`src/rtl/seg7_capture.sv`:
```
// seg7_capture: synchronise a raw 7-segment pattern, wait for it to settle, decode it back to a hex digit.
module seg7_capture #(
    parameter bit          ACTIVE_LOW    = 1'b1,
    parameter int unsigned STABLE_CYCLES = 4
) (
    input  logic       clk,
    input  logic       rst_n,
    input  logic [6:0] seg_in,
    output logic [3:0] digit,
    output logic       blank,
    output logic       err,
    output logic       valid,
    output logic [7:0] upd_count
);
    localparam logic [6:0]  OFF  = ACTIVE_LOW ? 7'h7F : 7'h00;
    localparam logic [15:0] LAST = 16'(STABLE_CYCLES - 1);
    typedef enum logic {LOCKED, SETTLE} state_t;
    state_t      state_q, state_d;
    logic [6:0]  s1_q, s2_q, prev_q, prev_d, last_q, last_d, norm;
    logic [15:0] cnt_q, cnt_d;
    logic [3:0]  digit_q, digit_d, hex;
    logic        blank_q, blank_d, err_q, err_d, valid_q, valid_d;
    logic [7:0]  upd_q, upd_d;
    logic        changed, fire, hit;
    // prev/last hold raw (un-normalised) patterns, so reset loads the raw all-off value
    always_ff @(posedge clk or negedge rst_n) begin
        if (!rst_n) begin
            s1_q    <= OFF;
            s2_q    <= OFF;
            prev_q  <= OFF;
            last_q  <= OFF;
            cnt_q   <= '0;
            state_q <= LOCKED;
            digit_q <= '0;
            blank_q <= 1'b0;
            err_q   <= 1'b0;
            valid_q <= 1'b0;
            upd_q   <= '0;
        end else begin
            s1_q    <= seg_in;
            s2_q    <= s1_q;
            prev_q  <= prev_d;
            last_q  <= last_d;
            cnt_q   <= cnt_d;
            state_q <= state_d;
            digit_q <= digit_d;
            blank_q <= blank_d;
            err_q   <= err_d;
            valid_q <= valid_d;
            upd_q   <= upd_d;
        end
    end
    assign changed = s2_q != prev_q;
    always_comb begin
        state_d = state_q;
        prev_d  = prev_q;
        cnt_d   = cnt_q;
        if (changed) begin
            prev_d  = s2_q;
            cnt_d   = '0;
            state_d = SETTLE;
        end else if (state_q == SETTLE) begin
            state_d = cnt_q == LAST ? LOCKED : SETTLE;
            cnt_d   = cnt_q == LAST ? cnt_q : cnt_q + 16'd1;
        end
    end
    assign norm = ACTIVE_LOW ? ~prev_q : prev_q;
    always_comb begin
        hit = 1'b1;
        hex = 4'h0;
        case (norm)
            7'b1111110: hex = 4'h0;
            7'b0110000: hex = 4'h1;
            7'b1101101: hex = 4'h2;
            7'b1111001: hex = 4'h3;
            7'b0110011: hex = 4'h4;
            7'b1011011: hex = 4'h5;
            7'b1011111: hex = 4'h6;
            7'b1110000: hex = 4'h7;
            7'b1111111: hex = 4'h8;
            7'b1111011: hex = 4'h9;
            7'b1110111: hex = 4'hA;
            7'b0011111: hex = 4'hB;
            7'b1001110: hex = 4'hC;
            7'b0111101: hex = 4'hD;
            7'b1001111: hex = 4'hE;
            7'b1000111: hex = 4'hF;
            default:    hit = 1'b0;
        endcase
    end
    // a settle that ends on the already-locked pattern was a glitch: no update
    always_comb begin
        fire    = state_q == SETTLE && !changed && cnt_q == LAST && prev_q != last_q;
        last_d  = fire ? prev_q : last_q;
        digit_d = fire && hit ? hex : digit_q;
        blank_d = fire ? norm == 7'h00 : blank_q;
        err_d   = fire ? !hit && norm != 7'h00 : err_q;
        valid_d = fire;
        upd_d   = upd_q + 8'(fire);
    end
    assign digit     = digit_q;
    assign blank     = blank_q;
    assign err       = err_q;
    assign valid     = valid_q;
    assign upd_count = upd_q;
endmodule

```
`config.mk`:
```
export PLATFORM = sky130hd
export DESIGN_NAME = seg7_capture
export DESIGN_NICKNAME = d
export VERILOG_FILES = /design/src/rtl/seg7_capture.sv
export SDC_FILE = /design/constraint.sdc
export NUM_CORES = 1
export LEC_CHECK = 0
export ABC_AREA = 1
export BUFFER_PORTS_ARGS = -buffer_cell sky130_fd_sc_hd__buf_4
export CAP_MARGIN = 5
export CORE_MARGIN = 1
export CORE_UTILIZATION = 55
export CTS_BUF_LIST = sky130_fd_sc_hd__clkbuf_2 sky130_fd_sc_hd__clkbuf_4 sky130_fd_sc_hd__clkbuf_8
export CTS_CLUSTER_DIAMETER = 80
export CTS_CLUSTER_SIZE = 14
export DETAILED_ROUTE_END_ITERATION = 12
export HOLD_SLACK_MARGIN = 0.15
export PLACE_DENSITY = 0.74
export SLEW_MARGIN = 20
export SYNTH_ARGS = -nofsm -noshare
export SYNTH_HDL_FRONTEND = slang
export SYNTH_SLANG_ARGS = --single-unit
```
`constraint.sdc`:
```
create_clock -name clk -period 2.54 [get_ports clk]
set_clock_uncertainty 0.05 [all_clocks]
set_input_delay 0.254 -clock clk [delete_from_list [all_inputs] [get_ports clk]]
set_output_delay 0.254 -clock clk [all_outputs]
set_load 0.03 [all_outputs]
```
# Yosys cells after proc, flatten, opt, wreduce, memory -nomap -nowiden
# Index checks and enable logic that the tools add are counted.
# classes
n_mux,8
n_reduce_logical,12
eq_ne,20
n_addsub,2
bitwise_logic,1
# ops
op,n
"7-bit equality test, second input constant",12
4-bit one-hot mux with 15 select lines,1
16-bit two-way mux,3
"7-bit by 6-bit equality test with 1-bit output, second input constant",3
"16-bit by 1-bit adder with 16-bit output, second input constant",1
"16-bit by 2-bit equality test with 1-bit output, second input constant",1
16-bit OR reduction,1
7-bit != test,2
8-bit by 1-bit adder with 8-bit output,1
"7-bit by 5-bit equality test with 1-bit output, second input constant",1
7-bit zero test,1
7-bit inverter,1
7-bit nonzero test,1
1-bit logical AND,5
1-bit two-way mux,4
1-bit zero test,2
"2-bit != test, second input constant",1
2-bit AND reduction,1
2-bit nonzero test,1
# totals
input_bits,9
register_bits,60
out_inout_bits,15

# Depth between registers and ports, before layout
# Gate-level depths: netlist of run 1.
# logic_depth
word_depth,6
ltp_mapped,14
mapped_depth_nobuf,13

# Worst setup path before layout of run 1
# OpenSTA, ideal clock, no wires.
# synth_timing
path_type,reg2reg
start,register prev_q[4]
end,"register upd_q[6], in the netlist upd_count[6]"
path_stages_with_launch,12
arrival_time_ns,2.127
setup_slack_ns,0.283
required_ns,2.410
setup_ns,0.080
cell_sequence,dfstp_2 > buf_4 > xnor2_1 > nand3_1 > nor2_8 > nand2_4 > nor2_4 > ha_1 > ha_1 > nand3_1 > nor3_1 > xor2_1
# synth_between
elab_chain_cells,6
# synth_rtl
item,line_no,source
"start, declared",19,"logic [6:0] s1_q, s2_q, prev_q, prev_d, last_q, last_d, norm;"
"start signal, assigned",42,prev_q <= prev_d;
7-bit != test,53,assign changed = s2_q != prev_q;
1-bit zero test,93,fire = state_q == SETTLE && !changed && cnt_q == LAST && prev_q != last_q;
1-bit logical AND (2 in series),93,
1-bit logical AND (*),93,
via fire,24,"logic changed, fire, hit;"
8-bit by 1-bit adder with 8-bit output (*),99,upd_d = upd_q + 8'(fire);
via upd_d[6],23,"logic [7:0] upd_q, upd_d;"
"end signal, assigned",50,upd_q <= upd_d;
"end, declared",23,
# The timed path passes the listed nets; every way through them passes the cells marked *.
# A chain may end at the register's enable or synchronous reset.

# Final worst setup path of run 1
# layout_timing
start,register prev_q[0]
end,"register upd_q[6], in the netlist upd_count[6]"
# The elaborated chain is that of the path after synthesis.

==> Implementation_results.wiki, run 1 <==
{| class="wikitable"
! Metric !! Value
|-
| Power Density || ~560 nW/um^2
|-
| Worst voltage drop across the vdd grid || between 0.0004 and 0.0005 V
|-
| Post-synthesis cell type with the largest combined area || sky130_fd_sc_hd__dfrtp_1
|-
| WL/cell || 12.3 um
|-
| Slew of the pin with the lowest slew margin || 0.724 ns
|-
| Clock Sink Count || 60
|-
| Average cell area after synthesis || 7.95 sq um
|-
| Resized cells post-CTS || 0
|-
| PnR Total Power || 0.00200 W
|-
| Number of warnings printed during yosys synthesis || 0
|-
| CTS Buf Count || 9
|-
| Leak Pwr || between 1.5 and 2 nW
|-
| Maximum clock rate || 0.444 GHz
|-
| Number of antenna violations at the first check in global routing || 0
|-
| Cell at the root of the clock tree || sky130_fd_sc_hd__clkbuf_8
|-
| Std cell rows || 27
|-
| CP Buf/Inv Count || 1
|-
| Arrival time at the worst endpoint || 2.46 ns
|-
| Post-CTS Hold Buffers || 8
|-
| Maximum number of pins on one net before global-route repair || 61
|-
| Unique cell type count in the Yosys netlist || 29
|-
| Ratio of final minimum period to clock period || 0.886
|-
| Sw Ratio || 0.224
|-
| Number of I/O pins || 24
|-
| Final Critical Period || 2.25 ns
|-
| Seq/Total Area, Yosys || 0.491
|-
| Final sum of negative setup slack || 0 ns
|-
| Top Metal Used || met4
|-
| Gate count of the mapped netlist || 394
|-
| Met3 wire length || 296 um
|-
| Share of flip-flops with an asynchronous set or reset after synthesis || 1.00
|-
| Worst Setup SP || prev_q[0]$_DFFE_PN1N_
|-
| Net count of the mapped netlist || 406
|-
| Post-route ant nets || 0
|-
| Level count of the clock H-tree || 3
|-
| Drt first-iter violations || 181
|-
| Worst-path clk slew || 0.07 ns
|-
| Area enclosed by the die boundary || roughly 6000 sq um
|-
| Setup bufs post-CTS || 0
|-
| Slowest library cell on the worst path || sky130_fd_sc_hd__dfstp_2
|-
| Most common cell in the netlist || sky130_fd_sc_hd__nand2_1
|-
| Remaining global-route overflow || 0
|-
| Final setup violation count || 0
|-
| Combinational group share of total power || 0.047
|-
| Max Cap Violations || 0
|-
| Leading register cell type out of synthesis || sky130_fd_sc_hd__dfrtp_1
|-
| Port Buf Inserts || 23
|-
| Final Hold Violating Endpoints || 0
|-
| Count of flip-flops with a built-in enable after synthesis || 0
|-
| Via Count || 2538
|-
| Source of the worst register-to-register timing path || prev_q[0]$_DFFE_PN1N_
|-
| Netlist area before placement || approximately 3100 sq um
|-
| Required time of the worst setup path || roughly 2.8 ns
|-
| Cell internal pwr || ~0.0016 W
|-
| Ordered cell list for the critical path || inv_1 > nand2_1 > nand2_1 > nor2_1 > nand2_2 > nor2_8 > nand2_4 > nor2_4 > ha_1 > ha_1 > nand3_1 > nor3_1 > xor2_1
|-
| Vias per inst || 5.09
|-
| Post-route cell area || 3610 sq um
|-
| Setup Crit Path Kind || flip-flop to flip-flop
|-
| Maximum single-stage delay on the critical path || 0.59 ns
|-
| Worst hold-check path type || flip-flop to flip-flop
|-
| Critical path fanouts, max || 7
|-
| Number of optimization iterations in the first detailed-route pass || 4
|-
| Proportion of layout cells with a drive suffix above 1 || 0.208
|-
| Detailed route wirelength on metal2 || about 2.9 mm
|-
| Insertion delay to the later sink of the worst-skew pair || 0.34 ns
|-
| CP delay by family, top || simple AND/OR/NAND/NOR gates
|-
| Type of destination of the critical path || flip-flop
|-
| P&R area growth vs syn || 15.1%
|-
| Tightest slew margin relative to the limit || 0.518
|-
| Max Root-Sink Buffers || 2
|-
| Die W || 77.5 um
|-
| Wire length on met1 || 2.83 mm
|-
| Fraction of synthesized cell area taken by the top area cell type || 0.256
|-
| Placeable core region || 5510 sq um
|-
| TritonCTS clock tree || built
|-
| Initial core utilization || 0.569
|-
| Leading cell types by count after synthesis || sky130_fd_sc_hd__nand2_1 (96), sky130_fd_sc_hd__nor2_1 (64), sky130_fd_sc_hd__inv_1 (41)
|-
| Kind of start point of the critical path || flip-flop
|-
| Global routing usage summed across all routing layers || 0.234
|-
| Clock power frac || 0.450
|-
| Post-detailed-route DRC marker count || 0
|-
| Final RePlAce weighted congestion || 0.931
|-
| Setup repair after global routing missed its margin || false
|-
| Hold path start || s1_q[1]$_DFF_PN1_
|-
| Proportion of power drawn by flip-flops and latches || 0.503
|-
| Post-detailed-placement half-perimeter wirelength || 4.23 mm
|-
| Ranking of synthesized cells by area || sky130_fd_sc_hd__dfrtp_1 (26%), sky130_fd_sc_hd__dfstp_2 (23%), sky130_fd_sc_hd__nand2_1 (12%), sky130_fd_sc_hd__nor2_1 (7.7%), sky130_fd_sc_hd__nand3_1 (5.6%)
|-
| Detailed-route wire length || roughly 6.1 mm
|-
| Yosys reg bits || 60
|-
| Die Span Y || 77.5 um
|-
| Total placed instance area || 3320 sq um
|-
| Result of the run || finished clean
|-
| Net Switching || 0.000449 W
|-
| Final #Nets || 434
|-
| Worst hold-check slack || 0.298 ns
|-
| Diodes inserted || 0
|-
| Via count of the first global-routing pass || 2447
|-
| Global-route wire length before repair || 10.8 mm
|-
| Max Transition Viols Final || 0
|}
placed cells by master (no fill, tap or decap), types with 2 or more instances in the layout:
cell type                       Yosys  final
sky130_fd_sc_hd__nand2_2            4      4
sky130_fd_sc_hd__clkbuf_4           0      2
sky130_fd_sc_hd__clkbuf_8           0     11
sky130_fd_sc_hd__xor2_1            14     14
sky130_fd_sc_hd__nand4_1            9      9
sky130_fd_sc_hd__ha_1               3      3
sky130_fd_sc_hd__dfrtp_1           32     32
sky130_fd_sc_hd__inv_1             41     41
sky130_fd_sc_hd__buf_4              4     25
sky130_fd_sc_hd__nand3_1           35     35
sky130_fd_sc_hd__o21ai_0           13     13
sky130_fd_sc_hd__xnor2_1            3      3
sky130_fd_sc_hd__dlygate4sd3_1      0      8
sky130_fd_sc_hd__o21ai_2            6      6
sky130_fd_sc_hd__dfstp_2           28     28
sky130_fd_sc_hd__nor3_1             6      6
sky130_fd_sc_hd__nand2_1           96     96
sky130_fd_sc_hd__nor2_1            64     64
sky130_fd_sc_hd__inv_2              5      5
sky130_fd_sc_hd__nand3b_1           2      2
sky130_fd_sc_hd__a21oi_1            9      9
path summary, 6_finish.rpt:
kind / endpoint / slack [ns] / cells past startpoint
min: s2_q[1]$_DFF_PN1_ / 0.30 / 0
max: upd_count[6]$_DFF_PN0_ / 0.29 / 13
max in group asynchronous: cnt_q[10]$_DFFE_PN0P_ / 1.49 / 2
max reg2reg: upd_count[6]$_DFF_PN0_ / 0.29 / 13
min in group asynchronous: upd_count[7]$_DFF_PN0_ / 0.48 / 2
min reg2reg: s2_q[1]$_DFF_PN1_ / 0.30 / 0
routing by layer:
metal / up-vias / global-route usage
met5: - / 0
li1: 1288 / -
met3: 7 / 0.0529
met2: 67 / 0.383
met4: 0 / 0.115
met1: 1176 / 0.291
state kept, by name, indices dropped and copies added, names as in the netlist, 4 cells and up:
signal     count
s1_q           7
s2_q           7
digit          4
cnt_q         16
prev_q         7
upd_count      8
last_q         7
metrics by stage:
| stage | utilization | instances | worst slack (ns) |
|---|---|---|---|
| floorplan | - | 394 | 0.283 |
| global placement | 0.602 | 475 | 0.379 |
| detailed placement | 0.602 | 475 | 0.275 |
| CTS | 0.655 | 499 | 0.263 |
| global route | 0.655 | 499 | 0.111 |
| finish | 0.655 | 499 | 0.289 |
cells by family (layout without fill, tap and decap cells):
| kind of cell | after synthesis | after routing | synth area share |
|---|---|---|---|
| compound gates | 30 | 30 | 0.0571 |
| simple gates | 222 | 222 | 0.308 |
| fa+ha+maj | 3 | 3 | 0.0120 |
| flops | 60 | 60 | 0.491 |
| xor+xnor | 17 | 17 | 0.0475 |
| buf+inv | 62 | 95 | 0.0851 |
power by group through the flow:
| stage | Clock, W | Combinational [W] | Sequential, W |
|---|---|---|---|
| finish | 0.000901 | 0.0000939 | 0.00101 |
| global route | 0.000966 | 0.000109 | 0.00101 |
| CTS | 0.000920 | 0.0000954 | 0.00101 |
| detailed placement | 0 | 0.0000850 | 0.00102 |
| global placement | 0 | 0.0000839 | 0.00102 |
| floorplan | 0 | 0.0000636 | 0.00101 |
final cells by class:
type	count	area, sq um
clock buffer	13	166
sequential	60	1540
fill	465	1900
tap	72	90.1
multi-input combinational	272	1330
clock inverter	3	43.8
inverter	46	173
timing repair buffer	33	268
(Power assumes the default switching activity.)
==> run 2: changes to the inputs <==
--- a/config.mk
+++ b/config.mk
@@ -6,8 +6,10 @@
 export NUM_CORES = 1
 export LEC_CHECK = 0
 export ABC_AREA = 1
+export ABC_CLOCK_PERIOD_IN_PS = 2540
 export BUFFER_PORTS_ARGS = -buffer_cell sky130_fd_sc_hd__buf_4
 export CAP_MARGIN = 5
+export CORE_ASPECT_RATIO = 0.8
 export CORE_MARGIN = 1
 export CORE_UTILIZATION = 55
 export CTS_BUF_LIST = sky130_fd_sc_hd__clkbuf_2 sky130_fd_sc_hd__clkbuf_4 sky130_fd_sc_hd__clkbuf_8
==> Implementation_results.wiki, run 2 (synthesis gave the netlist of run 1 again) <==
{| class="wikitable"
! Metric !! Value
|-
| Number of antenna violations at the first check in global routing || 0 (unchanged)
|-
| Global-route wire length before repair || 10.9 mm (+1.0%)
|-
| Resized cells post-CTS || 0 (unchanged)
|-
| Worst Setup SP || prev_q[0]$_DFFE_PN1N_
|-
| Drt first-iter violations || 194 (+7.2%)
|-
| Clock power frac || 0.435 (-0.015)
|-
| Final RePlAce weighted congestion || 0.881 (-5.4%)
|-
| Diodes inserted || 0 (unchanged)
|-
| Setup Crit Path Kind || flip-flop to flip-flop
|-
| Placeable core region || 5470 sq um (-0.75%)
|-
| Die Span Y || 69.5 um (-10%)
|-
| Met1 layer usage reported by global route || 0.346 (+0.0549)
|-
| Final sum of negative setup slack || 0 ns (unchanged)
|-
| Top register by number of flip-flops || cnt_q
|-
| Leak Pwr || 1.77 nW (-0.57%)
|-
| WL/cell || 12.4 um (+1.2%)
|-
| Area taken by flip-flops and latches || 1540 sq um (unchanged)
|-
| Insertion delay to the later sink of the worst-skew pair || 0.33 ns (about the same)
|-
| Required time of the worst setup path || 2.75 ns (about the same)
|-
| Maximum single-stage delay on the critical path || 0.59 ns (about the same)
|-
| Proportion of layout cells with a drive suffix above 1 || 0.208 (unchanged)
|-
| Max Transition Viols Final || 0 (unchanged)
|-
| CP delay by family, top || simple AND/OR/NAND/NOR gates
|-
| Arrival time at the worst endpoint || 2.50 ns (+0.04 ns)
|-
| Std cell rows || 24 (-11%)
|-
| Port Buf Inserts || 23 (unchanged)
|-
| Critical path fanouts, max || 7 (unchanged)
|-
| CTS Buf Count || 9 (unchanged)
|-
| Initial core utilization || 0.573 (+0.00430)
|-
| Setup repair after global routing missed its margin || false
|-
| Global-route met2 utilization || 0.341 (-0.0419)
|-
| Combinational group share of total power || 0.048 (about the same)
|-
| Worst voltage drop across the vdd grid || 0.000402 V (-11%)
|-
| Post-detailed-placement half-perimeter wirelength || 4.50 mm (+6.4%)
|-
| Max Root-Sink Buffers || 2 (unchanged)
|-
| Global routing usage summed across all routing layers || 0.235 (+0.00155)
|-
| Final #Nets || 434 (unchanged)
|-
| Cell at the root of the clock tree || sky130_fd_sc_hd__clkbuf_8
|-
| Post-detailed-route DRC marker count || 0 (unchanged)
|-
| P&R area growth vs syn || 14.9%
|-
| Ratio of final minimum period to clock period || 0.905 (+0.0187)
|-
| Power Density || 541 nW/um^2 (-2.5%)
|-
| Area taken by multi-input logic gates || 1330 sq um (unchanged)
|-
| Net Switching || 0.000441 W (-1.9%)
|-
| Hold path start || s1_q[5]$_DFF_PN1_
|-
| Setup bufs post-CTS || 0 (unchanged)
|-
| Remaining global-route overflow || 0 (unchanged)
|-
| Maximum number of pins on one net before global-route repair || 61 (unchanged)
|-
| Vias per inst || 4.99 (-1.9%)
|-
| Level count of the clock H-tree || 3 (unchanged)
|-
| Source of the worst register-to-register timing path || prev_q[0]$_DFFE_PN1N_
|-
| Worst-path clk slew || 0.06 ns (about the same)
|-
| Final Hold Violating Endpoints || 0 (unchanged)
|-
| Die W || 86.4 um (+11%)
|-
| Slowest library cell on the worst path || sky130_fd_sc_hd__dfstp_2
|-
| Number of I/O pins || 24 (unchanged)
|-
| Proportion of power drawn by flip-flops and latches || 0.517 (+0.014)
|-
| Detailed-route wire length || 6.26 mm (+2.4%)
|-
| Post-route cell area || 3600 sq um (-0.17%)
|-
| TritonCTS clock tree || built
|-
| Maximum clock rate || 0.435 GHz (-2.1%)
|-
| Most common cell after layout, fill and taps aside || sky130_fd_sc_hd__nand2_1
|-
| Most frequent cells in the layout || sky130_fd_sc_hd__nand2_1 (96), sky130_fd_sc_hd__nor2_1 (64), sky130_fd_sc_hd__inv_1 (41)
|-
| Area enclosed by the die boundary || 6000 sq um (about the same)
|-
| Post-CTS Hold Buffers || 8 (unchanged)
|-
| Kind of start point of the critical path || flip-flop
|-
| Via Count || 2520 (-0.71%)
|-
| Post-route ant nets || 0 (unchanged)
|-
| Met3 Usage GRT || 0.0631 (+0.0102)
|-
| Result of the run || finished clean
|-
| Number of optimization iterations in the first detailed-route pass || 4 (unchanged)
|-
| Worst hold-check path type || flip-flop to flip-flop
|-
| Busiest layer in global routing || met1
|-
| Clock Sink Count || 60 (unchanged)
|-
| Slew of the pin with the lowest slew margin || 0.735 ns (+0.0112 ns)
|-
| Fill cell instance count of the final layout || 484 (+4.1%)
|-
| Cell internal pwr || 0.00151 W (-2.9%)
|-
| Number of flip-flops in the largest register || 16 (unchanged)
|-
| Final setup violation count || 0 (unchanged)
|-
| CP Buf/Inv Count || 1 (unchanged)
|-
| Max Cap Violations || 0 (unchanged)
|-
| Tightest slew margin relative to the limit || 0.510 (-0.00746)
|-
| Type of destination of the critical path || flip-flop
|-
| Via count of the first global-routing pass || 2391 (-2.3%)
|-
| Final Critical Period || 2.30 ns (+0.0475 ns)
|-
| Ordered cell list for the critical path || inv_1 > nand2_1 > nand2_1 > nor2_1 > nand2_2 > nor2_8 > nand2_4 > nor2_4 > ha_1 > ha_1 > nand3_1 > nor3_1 > xor2_1
|-
| Total placed instance area || 3320 sq um (+0.23%)
|-
| Sw Ratio || 0.226 (+0.00181)
|}
-- run 2: changes by cell type in the layout (fill, tap and decap cells not counted), sizes merged --
cell / previous run / this run
clkbuf: 13 / 12
clkinvlp: 1 / 2
clkinv: 0 / 1
inv: 47 / 46
-- run 2: cell type report --
class	count	area share
well taps	78	0.0271
inverters	46	0.0480
clock inverters	4	0.0139
multi-input cells	272	0.369
clock buffers	12	0.0407
repair buffers	33	0.0744
flip-flops and latches	60	0.427
-- run 2: stage by stage --
step | instances | hold WS [ns] | setup slack, ns | util | total power (W)
after floorplan | 394 | -0.0916 | 0.283 | - | 0.00107
after global placement | 481 | 0.295 | 0.343 | 0.608 | 0.00111
after detailed placement | 481 | 0.297 | 0.231 | 0.608 | 0.00111
after CTS | 505 | 0.306 | 0.227 | 0.659 | 0.00197
after global routing | 505 | 0.309 | 0.0507 | 0.659 | 0.00202
final | 505 | 0.305 | 0.242 | 0.659 | 0.00195
-- run 2: power groups by stage --
stage / registers, W / logic, W / clock network [W]
floorplan: 0.00101 / 0.0000636 / 0
global placement: 0.00102 / 0.0000851 / 0
detailed placement: 0.00102 / 0.0000856 / 0
CTS: 0.00101 / 0.0000957 / 0.000868
global route: 0.00101 / 0.000107 / 0.000908
finish: 0.00101 / 0.0000943 / 0.000847
-- run 2: path summary, 6_finish.rpt --
kind	to	slack, ns	cells past startpoint
setup / recovery	upd_count[6]$_DFF_PN0_	0.24	13
min in group asynchronous	digit[0]$_DFFE_PN0P_	0.48	2
setup reg to reg	upd_count[6]$_DFF_PN0_	0.24	13
max in group asynchronous	upd_count[5]$_DFF_PN0_	1.48	2
hold reg to reg	s2_q[5]$_DFF_PN1_	0.31	0
hold / removal	s2_q[5]$_DFF_PN1_	0.31	0
-- run 2: per-layer routing --
metal	vias up	share of wire
met4	0	0.010
met3	6	0.060
met5	-	0
met1	1161	0.50
li1	1283	-
met2	70	0.43
